<file path="src/rtl/imem_program_loader.sv">
// Program loader for the single-cycle core's instruction memory.
// Takes decoded instruction fields over a valid/ready stream, packs each beat
// into a 32-bit RV32I word and writes the words to consecutive addresses from 0.
// The core is held in reset until the final beat of the program has been written.
module imem_program_loader #(
   parameter int ADDR_W = 6
) (
   input  logic              clk,
   input  logic              reset,
   input  logic              in_valid,
   output logic              in_ready,
   input  logic              in_last,
   input  logic [1:0]        in_fmt,
   input  logic [6:0]        in_op,
   input  logic [2:0]        in_funct3,
   input  logic              in_funct7_5,
   input  logic [4:0]        in_rd,
   input  logic [4:0]        in_rs1,
   input  logic [4:0]        in_rs2,
   input  logic [12:0]       in_imm,
   output logic              imem_we,
   output logic [ADDR_W-1:0] imem_addr,
   output logic [31:0]       imem_wdata,
   output logic              cpu_reset,
   output logic              done,
   output logic              overflow_err
);

   localparam logic [1:0] LOAD = 2'd0;
   localparam logic [1:0] DONE = 2'd1;
   localparam logic [1:0] ERR  = 2'd2;

   localparam logic [1:0] FMT_I = 2'b00;
   localparam logic [1:0] FMT_S = 2'b01;
   localparam logic [1:0] FMT_B = 2'b10;

   localparam logic [ADDR_W-1:0] ADDR_ONE = 1;

   logic [1:0]        state;
   logic [ADDR_W-1:0] count;
   logic              full;
   logic              accept;
   logic [31:0]       enc_word;
   logic              unused_imm_bit;

   // imm[0] is never encoded: B offsets are always even and I/S use only [11:0]
   assign unused_imm_bit = in_imm[0];

   // Beats are only taken while loading and while there is still a free slot
   assign in_ready = (state == LOAD) && !full;
   assign accept   = in_valid && in_ready;

   // Pack the decoded fields into an RV32I word according to the format code
   always_comb begin
      enc_word = '0;
      case (in_fmt)
         FMT_I:   enc_word = {in_imm[11:0], in_rs1, in_funct3, in_rd, in_op};
         FMT_S:   enc_word = {in_imm[11:5], in_rs2, in_rs1, in_funct3,
                              in_imm[4:0], in_op};
         FMT_B:   enc_word = {in_imm[12], in_imm[10:5], in_rs2, in_rs1, in_funct3,
                              in_imm[4:1], in_imm[11], in_op};
         default: enc_word = {1'b0, in_funct7_5, 5'b0, in_rs2, in_rs1, in_funct3,
                              in_rd, in_op};
      endcase
   end

   // Load sequencing: register the write, advance the address, track full/done/error
   always_ff @(posedge clk) begin
      if (reset) begin
         state        <= LOAD;
         count        <= '0;
         full         <= 1'b0;
         imem_we      <= 1'b0;
         imem_addr    <= '0;
         imem_wdata   <= '0;
         cpu_reset    <= 1'b1;
         done         <= 1'b0;
         overflow_err <= 1'b0;
      end else begin
         imem_we <= accept;
         if (accept) begin
            imem_addr  <= count;
            imem_wdata <= enc_word;
            count      <= count + ADDR_ONE;
            if (count == '1) begin
               full <= 1'b1;
            end
            if (in_last) begin
               state     <= DONE;
               done      <= 1'b1;
               cpu_reset <= 1'b0;
            end
         end else if ((state == LOAD) && full && in_valid) begin
            state        <= ERR;
            overflow_err <= 1'b1;
         end
      end
   end

endmodule

</file>
<file path="config.mk">
export PLATFORM = sky130hd
export DESIGN_NAME = imem_program_loader
export DESIGN_NICKNAME = d
export VERILOG_FILES = /design/src/rtl/imem_program_loader.sv
export SDC_FILE = /design/constraint.sdc
export NUM_CORES = 1
export LEC_CHECK = 0
export ABC_AREA = 1
export CORE_AREA = 3 3 79 74
export CTS_CLUSTER_DIAMETER = 40
export DETAILED_ROUTE_END_ITERATION = 16
export DIE_AREA = 0 0 82 77
export PLACE_DENSITY_LB_ADDON = 0.15
export RECOVER_POWER = 50
export SLEW_MARGIN = 20
export SYNTH_ARGS = -nofsm -noshare
export SYNTH_HDL_FRONTEND = slang
export SYNTH_SLANG_ARGS = --single-unit
</file>
<file path="constraint.sdc">
create_clock -name clk -period 2.5 [get_ports clk]
set_clock_uncertainty 0.15 [all_clocks]
set_input_delay 0.375 -clock clk [delete_from_list [all_inputs] [get_ports clk]]
set_output_delay 0.375 -clock clk [all_outputs]
set_load 0.01 [all_outputs]
</file>
# ---- Word level (Yosys, flattened, before mapping)
# Cells that the tools add are included.
dict set report classes {
  reduce_logical 12
  muxes 4
  add_sub_neg 1
  n_eq_ne 4
  n_bitwise 1
}
# operator n
set op_table {}
lappend op_table {{$pmux W32 S3} 1}
lappend op_table {{$reduce_and A2 Y1} 4}
lappend op_table {{$add A6 B1 Y6 const B} 1}
lappend op_table {{$eq A6 B6 Y1 const B} 1}
lappend op_table {{$mux W2} 3}
lappend op_table {{$logic_and A1 B1 Y1} 4}
lappend op_table {{$logic_not A2 Y1} 2}
lappend op_table {{$eq A2 B1 Y1 const B} 1}
lappend op_table {{$eq A2 B2 Y1 const B} 1}
lappend op_table {{$ne A2 B2 Y1 const B} 1}
lappend op_table {{$reduce_bool A2 Y1} 1}
lappend op_table {{$logic_not A1 Y1} 1}
lappend op_table {{$not A1 Y1} 1}
dict set report totals {
  output_inout_bits 43
  regBits 51
}

# ---- Longest topological paths before layout
# Gate-level depths: netlist of the first run.
dict set report depth {
  ltp_word 5
  mapped_depth 7
}

# ---- Worst setup path after synthesis of the first run
# Ideal clock, no wire load.
dict set report synth_path {
  kind {input to register}
  from {input port reset}
  to {register count[0]}
  cell_stages 5
  t_arrival_ns 1.018
  slack_ns 1.268
  required_time_ns 2.286
  setup_ns 0.064
  path_cell_list {buf_2 > inv_1 > buf_2 > o21ai_0 > nor2_1}
}
# item line_no
set synth_lines {}
lappend synth_lines {{start: declaration} 9} ;# input logic reset,
lappend synth_lines {{end signal: assignment} 84} ;# count <= count + ADDR_ONE;
lappend synth_lines {{end: declaration} 40} ;# logic [ADDR_W-1:0] count;

==> run_results.csv, run 1 <==
group,metric,value,unit
outcome,status,"completed",
sta,setup_viol,0,
synth,yosys_warnings,0,
clock_network,cts_inserted_buffers,5,
critical_path,required,2.55,ns
synth,syn_nets,320,
critical_path,path_cells,"clkdlybuf4s50_1 -> clkbuf_1 -> a21oi_1 -> nand2_1 -> inv_1",
sta,slew_headroom,0.02553,
drt,routedWlPerCell,11.91,um
sta,fmax,474.5,MHz
sta,fin_crit_sh,0.8430,
die,die_w,82,um
synth,synth-simple-area-share,0.2660,
hold_path,worstHoldStart,"overflow_err",
critical_path,r2r_cells,7,
clock_network,cts_tree,"done",
run,cap_violations,0,
synth,ys_ff_latch,51,
placed_design,io_buffers,87,
die,io_pins,88,
global_routing,overflow,0,
critical_path,path_max_fanout,33,
synth,syn-instance-count,274,
critical_path,rrSetupSlack,0.60,ns
clock_network,cts_sinks,51,
drt,vias,1959,
layout,fillers,516,
synth,synth-xor-area-share,0,
synth,synth_compound_area_frac,0.1442,
die,die_h,77,um
synth,syn-cell-area,2013,um^2
clock_network,cts-hold-fix-buffers,0,
global_routing,grtUsageTotal,0.1741,
drt,met3_length,331,um
sta,whs,0.2973,ns
power_and_ir_drop,totalPowerFinal,1707,uW
drt,dr_wl_met2,2.439,mm
drt,topRoutingLayerUsed,"met4",
global_routing,grt_pass1_vias,1882,
layout,diodes,0,
synth,synthMuxAreaShare,0,
synth,seq_area_frac_synth,0.5071,
drt,drc,0,
sta,worstMarginPinSlew,1.462,ns
global_routing,grt_max_degree,42,
die,core,5130,um^2
synth,synth_top_family_by_area,"simple AND/OR/NAND/NOR gates",
placed_design,gp_congestion,0.7847,
clock_network,cts-root-buf,"clkbuf_8",
critical_path,r2r_end,"count[3]",
drt,dr.pass1.iters,4,
clock_network,cts.clk_slew.worst_paths,0.09,ns
critical_path,critPathLaunchType,"primary input",
critical_path,path_class,"in2reg",
critical_path,end_kind,"register",
die,fp.dieArea,6314,um^2
die,start_util,0.3924,
layout,fin_util,0.5866,
synth,avgSynthCellArea,7.347,um^2
clock_network,cts_setup_buffers,0,
power_and_ir_drop,p_per_area,567.3,nW/um^2
power_and_ir_drop,leakage,0.001236,uW
critical_path,worst_path_max_delay_cell,"clkbuf_1",
hold_path,worstHoldPathType,"reg2reg",
placed_design,post-dp-hpwl,3.673,mm
clock_network,cts-resized-gates,0,
sta,rsz0062_at_grt,"no",
drt,drt_iter0_drc,129,
drt,avgViaCountPerCell,4.588,
die,row_count,25,
clock_network,cts_buffer_depth,2,
sta,setup-tns-final,0,ns
hold_path,whs_endpoint,"overflow_err",
hold_path,whs_path_depth,2,
sta,finalMaxSlewViolations,0,
synth,yosys.area_share.adder,0.006215,
clock_network,cts_max_level,2,
critical_path,crit_arrival,2.16,ns
layout,drive_gt1_frac,0.03889,
sta,hold_viol,0,
critical_path,max_stage_delay,1.07,ns
placed_design,place_ws,0.5239,ns
clock_network,clkLatencyLatePin,0.29,ns
global_routing,antenna_found_initial,0,
drt,drt-met1-wl,2.270,mm
power_and_ir_drop,irDropWorstVdd,330.8,uV
layout,nets,405,
drt,wirelength,5.085,mm
global_routing,grt_pass1_wl,8.645,mm
drt,postRouteAntennaNets,0,
sta,period_minus_slack,2.108,ns
critical_path,r2r-start,"state[1]",
synth,yosysUniqueCellTypes,20,
sta,final.setup.worst_slack,0.3925,ns
layout,area_growth,49.47,%
==> per-stage QoR <==
stage	cell area [um^2]	std cells
2_1_floorplan	2013	274
3_3_place_gp	2923	419
3_5_place_dp	2923	419
4_1_cts	3023	427
5_1_grt	3009	427
6_report	3009	427
==> area by class of cell <==
cell class                      count  area (um^2)  share of cell area
Sequential cell                    51         1021              0.3393
Multi-Input combinational cell    189        830.8              0.2761
Timing Repair Buffer               91        894.6              0.2973
Clock buffer                        8        100.1             0.03326
Inverter                           21        78.83             0.02620
Tap cell                           67        83.83             0.02786
==> cell families (layout without fill, tap and decap cells) <==
kind of cell,Yosys count,in the layout
simple gates,130,130
fa+ha+maj,1,1
buf+inv,34,120
compound gates,58,58
flops,51,51
==> metal layers <==
| metal | vias up | global-route usage |
|---|---|---|
| met5 | - | 0 |
| met4 | 0 | 0.04983 |
| met3 | 4 | 0.06221 |
| met2 | 52 | 0.2682 |
| met1 | 860 | 0.2271 |
| li1 | 1043 | - |
==> worst max-delay path: cells and delay by family <==
kind / cells / cell delay [ns]
AO/OA/AOI/OAI: 1 / 0.06
buffers and inverters: 3 / 1.59
AND/OR/NAND/NOR: 1 / 0.13
==> cells in the final DEF (no fill, tap or decap) <==
master,instances
clkdlybuf4s50_1,76
a21oi_1,45
nand4_1,2
nor2_2,2
nand2_4,1
nor2_1,7
clkbuf_8,7
nand2_1,101
dfxtp_1,51
clkbuf_2,1
buf_4,2
nor3_1,2
clkbuf_1,2
o21ai_0,9
ha_1,1
nand3_1,14
nand2_2,1
inv_1,21
o21ai_1,4
dlygate4sd3_1,11
==> where the power goes <==
| part | internal, uW | switching (uW) | total [uW] |
|---|---|---|---|
| registers | 860 | 24.4 | 884 |
| logic | 172 | 148 | 320 |
| clock network | 253 | 250 | 503 |
==> flip-flops by register name, summed over array words and instances, names as in the netlist <==
signal,count
imem_wdata,32
state,2
full,1
imem_addr,6
imem_we,1
done,1
count,6
cpu_reset,1
overflow_err,1
==> how the worst max path moves through the flow <==
stage | startpoint | endpoint | slack, ns | cells past startpoint
floorplan | reset | count[0] | 1.27 | 5
global placement | in_fmt[1] | imem_wdata[8] | 0.54 | 6
detailed placement | in_valid | imem_addr[4] | 0.52 | 6
CTS | state[0] | in_ready | 0.60 | 4
global route | reset | imem_wdata[7] | 0.26 | 5
finish | reset | imem_wdata[7] | 0.39 | 5
==> synthesized netlist by cell type (all sizes together) <==
cell type | count | area (um^2)
a21oi | 45 | 225.2
buf | 10 | 63.81
clkbuf | 3 | 11.26
dfxtp | 51 | 1021
ha | 1 | 12.51
inv | 21 | 78.82
nand2 | 103 | 399.1
nand3 | 14 | 75.07
nand4 | 2 | 12.51
nor2 | 9 | 38.79
nor3 | 2 | 10.01
o21ai | 13 | 65.06
No activity file was read; power rests on OpenSTA's default activity.
==> inputs of run 2 (changes only) <==
--- a/config.mk
+++ b/config.mk
@@ -6,10 +6,10 @@
 export NUM_CORES = 1
 export LEC_CHECK = 0
 export ABC_AREA = 1
-export CORE_AREA = 3 3 79 74
+export CORE_AREA = 3 3 82 76
 export CTS_CLUSTER_DIAMETER = 40
 export DETAILED_ROUTE_END_ITERATION = 16
-export DIE_AREA = 0 0 82 77
+export DIE_AREA = 0 0 85 79
 export PLACE_DENSITY_LB_ADDON = 0.15
 export RECOVER_POWER = 50
 export SLEW_MARGIN = 20
==> constraint.sdc (replaced) <==
create_clock -name clk -period 1.9 [get_ports clk]
set_clock_uncertainty 0.15 [all_clocks]
set_input_delay 0.285 -clock clk [delete_from_list [all_inputs] [get_ports clk]]
set_output_delay 0.285 -clock clk [all_outputs]
set_load 0.01 [all_outputs]
==> run_results.csv, run 2 (synthesized netlist as in run 1, its figures left out) <==
group,metric,value,unit
die,die_h,79,um
critical_path,path_class,"reg2out",
drt,drc,0,
placed_design,io_buffers,87,
sta,fin_crit_sh,0.9311,
clock_network,cts_setup_buffers,0,
layout,fillers,523,
die,io_pins,88,
layout,nets,409,
clock_network,cts.clk_slew.worst_paths,0.08,ns
global_routing,grt_max_degree,30,
layout,largestRegisters,"imem_wdata (32), count (6), imem_addr (6)",
clock_network,cts-hold-fix-buffers,0,
sta,setup_viol,0,
layout,largest_register,"imem_wdata",
clock_network,cts-resized-gates,0,
global_routing,grt_pass1_vias,1914,
layout,largest_reg_flops,32,
power_and_ir_drop,totalPowerFinal,2212,uW
drt,vias,2005,
power_and_ir_drop,irDropWorstVdd,313.2,uV
clock_network,cts_buffer_depth,2,
placed_design,gp_congestion,0.8757,
hold_path,worstHoldStart,"done",
global_routing,grt_pass1_wl,8.804,mm
drt,routedWlPerCell,12.16,um
clock_network,cts-root-buf,"clkbuf_8",
layout,final_common_cell,"nand2_1",
clock_network,cts_sinks,51,
global_routing,grtUsageTotal,0.1641,
run,cap_violations,0,
critical_path,r2r_cells,6,
layout,drive_gt1_frac,0.05234,
outcome,status,"completed",
critical_path,r2r_end,"imem_wdata[25]",
sta,finalMaxSlewViolations,0,
clock_network,clkLatencyLatePin,0.29,ns
sta,period_minus_slack,1.769,ns
placed_design,post_dp_cell_area,2965,um^2
power_and_ir_drop,p_per_area,731.1,nW/um^2
drt,avgViaCountPerCell,4.663,
critical_path,path_max_fanout,2,
critical_path,r2r-start,"state[1]",
layout,area_growth,50.28,%
sta,slew_headroom,0.6013,
sta,worstMarginPinSlew,0.5980,ns
critical_path,rrSetupSlack,0.22,ns
die,row_count,25,
global_routing,antenna_found_initial,0,
placed_design,post-dp-hpwl,3.901,mm
critical_path,endpoint,"in_ready",
layout,final_cell_area,3025,um^2
critical_path,required,1.46,ns
clock_network,cts_max_level,2,
clock_network,cts_inserted_buffers,5,
drt,drt_iter0_drc,86,
sta,rsz0062_at_grt,"no",
die,start_util,0.3764,
die,fp.dieArea,6715,um^2
critical_path,critPathLaunch,"state[0]",
clock_network,cts_tree,"done",
layout,diodes,0,
sta,fmax,565.3,MHz
die,core,5349,um^2
sta,setup-tns-final,0,ns
drt,wirelength,5.228,mm
power_and_ir_drop,leakage,0.001228,uW
hold_path,worstHoldPathType,"reg2reg",
critical_path,crit_arrival,1.33,ns
drt,dr.pass1.iters,4,
sta,hold_viol,0,
layout,final_cell_mix,"nand2_1, clkdlybuf4s50_1, dfxtp_1",
die,die_w,85,um
critical_path,end_kind,"output port",
global_routing,overflow,0,
drt,postRouteAntennaNets,0,
critical_path,critPathLaunchType,"register",
[run 2: changes by cell type in the layout (fill, tap and decap cells not counted), sizes merged]
| cell | before | now |
|---|---|---|
| dlygate4sd3 | 11 | 1 |
| clkdlybuf4s50 | 76 | 86 |
| buf | 2 | 4 |
| clkinv | 0 | 1 |
[run 2: area by class of cell]
type                       instances  area [um^2]  share of cell area
clock buffer                       6        82.58             0.02730
clock inverter                     1        5.005            0.001654
inverter                          21        78.83             0.02605
multi-input combinational        189        833.3              0.2754
sequential                        51         1021              0.3375
tap                               67        83.83             0.02771
timing repair buffer              95        920.9              0.3044
[run 2: how the worst min path moves through the flow]
stage / slack [ns] / end / cells past startpoint
after floorplan: 0.28 / imem_wdata[0] / 2
after global placement: 0.29 / done / 2
after detailed placement: 0.29 / done / 2
after CTS: 0.30 / done / 2
after global routing: 0.34 / imem_wdata[15] / 2
final: 0.30 / done / 2
[run 2: metrics by stage]
step | hold slack, ns | setup slack [ns] | instances | utilization
finish | 0.3011 | 0.1309 | 430 | 0.5656
detailed placement | 0.2917 | 0.1252 | 423 | 0.5544
floorplan | 0.2779 | 0.7243 | 274 | -
CTS | 0.3048 | 0.1010 | 430 | 0.5708
global placement | 0.2880 | 0.2249 | 423 | 0.5544
global route | 0.3366 | 0.01949 | 430 | 0.5656
[run 2: worst max-delay path, stage by stage (launching register included)]
cell and delay (ns):
dfxtp_1 0.31, inv_1 0.06, nand2_1 0.05, nor2_1 0.08, clkdlybuf4s50_1 0.54
[run 2: where the power goes]
group          internal [uW]  leakage [uW]  switching (uW)
Combinational            235      0.000763             200
Sequential              1130      0.000418            32.2
Clock                    286     0.0000470             328
[run 2: layer usage]
layer / global-route usage / wire length (um)
met3: 0.04668 / 390
met1: 0.2136 / 2378
met2: 0.2601 / 2390
met4: 0.05696 / 68
met5: 0 / 0
==> inputs of run 3 (changes only) <==
--- a/config.mk
+++ b/config.mk
@@ -6,12 +6,12 @@
 export NUM_CORES = 1
 export LEC_CHECK = 0
 export ABC_AREA = 1
-export CORE_AREA = 3 3 82 76
+export CORE_AREA = 3 3 91 84
 export CTS_CLUSTER_DIAMETER = 40
 export DETAILED_ROUTE_END_ITERATION = 16
-export DIE_AREA = 0 0 85 79
+export DIE_AREA = 0 0 94 87
 export PLACE_DENSITY_LB_ADDON = 0.15
-export RECOVER_POWER = 50
+export RECOVER_POWER = 25
 export SLEW_MARGIN = 20
 export SYNTH_ARGS = -nofsm -noshare
 export SYNTH_HDL_FRONTEND = slang
==> run_results.csv, run 3 (synthesized netlist as in run 1, its figures left out) <==
group,metric,value,unit
hold_path,worstHoldPathType,"reg2reg",
die,row_count,28,
die,start_util,0.3024,
placed_design,gp_congestion,0.9052,
critical_path,cp.buffers_inverters,2,
die,io_pins,88,
critical_path,crit_arrival,1.36,ns
sta,worstMarginPinSlew,0.3958,ns
layout,largest_register,"imem_wdata",
drt,avgViaCountPerCell,4.355,
sta,rsz0062_at_grt,"no",
critical_path,path_class,"reg2out",
layout,final_cell_area,3077,um^2
global_routing,overflow,0,
clock_network,cts-hold-fix-buffers,0,
layout,drive_gt1_frac,0.05191,
run,cap_violations,0,
layout,final_common_cell,"nand2_1",
die,core,6656,um^2
sta,finalMaxSlewViolations,0,
sta,period_minus_slack,1.795,ns
drt,dr.pass1.iters,5,
die,fp.dieArea,8178,um^2
critical_path,path_cells,"inv_1 -> nand2_1 -> nor2_1 -> clkdlybuf4s50_1",
layout,fin_util,0.4622,
power_and_ir_drop,p_per_area,715.6,nW/um^2
drt,drt_iter0_drc,93,
drt,drc,0,
outcome,status,"completed",
critical_path,end_kind,"output port",
layout,nets,411,
global_routing,grt_max_degree,35,
layout,largest_reg_flops,32,
power_and_ir_drop,leakage,0.001232,uW
drt,wirelength,5.360,mm
clock_network,cts-root-buf,"clkbuf_8",
global_routing,antenna_found_initial,0,
sta,setup_viol,0,
drt,postRouteAntennaNets,0,
sta,fmax,557.0,MHz
layout,stdcell_count,456,
critical_path,critPathLaunchType,"register",
global_routing,grt_pass1_wl,8.852,mm
global_routing,grtUsageTotal,0.1354,
critical_path,path_max_fanout,2,
critical_path,cpLargestDelayFamily,"buffers and inverters",
clock_network,cts_max_level,2,
sta,slew_headroom,0.7361,
global_routing,grt_pass1_vias,1892,
clock_network,cts_buffer_depth,2,
placed_design,dpl.cell_count,448,
drt,vias,1986,
sta,whs,0.3053,ns
placed_design,io_buffers,87,
clock_network,cts-resized-gates,0,
critical_path,worst_path_max_delay_cell,"clkdlybuf4s50_1",
die,die_h,87,um
layout,diodes,0,
drt,routedWlPerCell,11.75,um
clock_network,cts_inserted_buffers,5,
critical_path,required,1.46,ns
placed_design,post-dp-hpwl,3.930,mm
die,die_w,94,um
clock_network,cts_tree,"done",
sta,setup-tns-final,0,ns
sta,fin_crit_sh,0.9450,
placed_design,post_dp_cell_area,3009,um^2
clock_network,cts_setup_buffers,0,
clock_network,cts_sinks,51,
layout,largestRegisters,"imem_wdata (32), count (6), imem_addr (6)",
sta,hold_viol,0,
critical_path,max_stage_delay,0.54,ns
clock_network,clkLatencyLatePin,0.30,ns
clock_network,cts.clk_slew.worst_paths,0.09,ns
power_and_ir_drop,irDropWorstVdd,357.9,uV
layout,area_growth,52.83,%
layout,final_cell_mix,"nand2_1, clkdlybuf4s50_1, dfxtp_1",
## run 3: through the flow
step	power, uW	worst slack [ns]
3_5_place_dp	1642	0.1506
5_1_grt	2336	0.01544
2_1_floorplan	1379	0.7243
6_report	2202	0.1046
3_3_place_gp	1640	0.2019
4_1_cts	2252	0.06619
## run 3: where the power goes
part	total, uW	leakage, uW	switching [uW]	internal (uW)
Combinational	444	0.000772	199	245
Clock	595	0.0000422	336	259
Sequential	1160	0.000418	31.4	1130
Total	2200	0.00123	567	1630
## run 3: cell type report
cell class	count	area [um^2]
Clock buffer	7	76.32
Clock inverter	1	5.005
Fill cell	691	3580
Inverter	21	78.83
Multi-Input combinational cell	189	830.8
Sequential cell	51	1021
Tap cell	90	112.6
Timing Repair Buffer	97	952.2
## run 3: worst paths after layout
path	from	endpoint	slack, ns	cells past startpoint
max	state[0]	in_ready	0.10	4
min	cpu_reset	cpu_reset	0.31	2
max reg2reg	state[1]	cpu_reset	0.48	7
min reg2reg	cpu_reset	cpu_reset	0.31	2
## run 3: worst min-delay path: stages (launching register included)
cell     delay (ns)
dfxtp_1        0.32
nand2_1        0.06
nand2_1        0.04
## run 3: per-layer routing
metal / GRT usage / wire length (um) / vias to the layer above
li1: - / - / 1054
met1: 0.1724 / 2452 / 863
met2: 0.2141 / 2415 / 59
met3: 0.04494 / 391 / 10
met4: 0.04856 / 101 / 0
met5: 0 / 0 / -
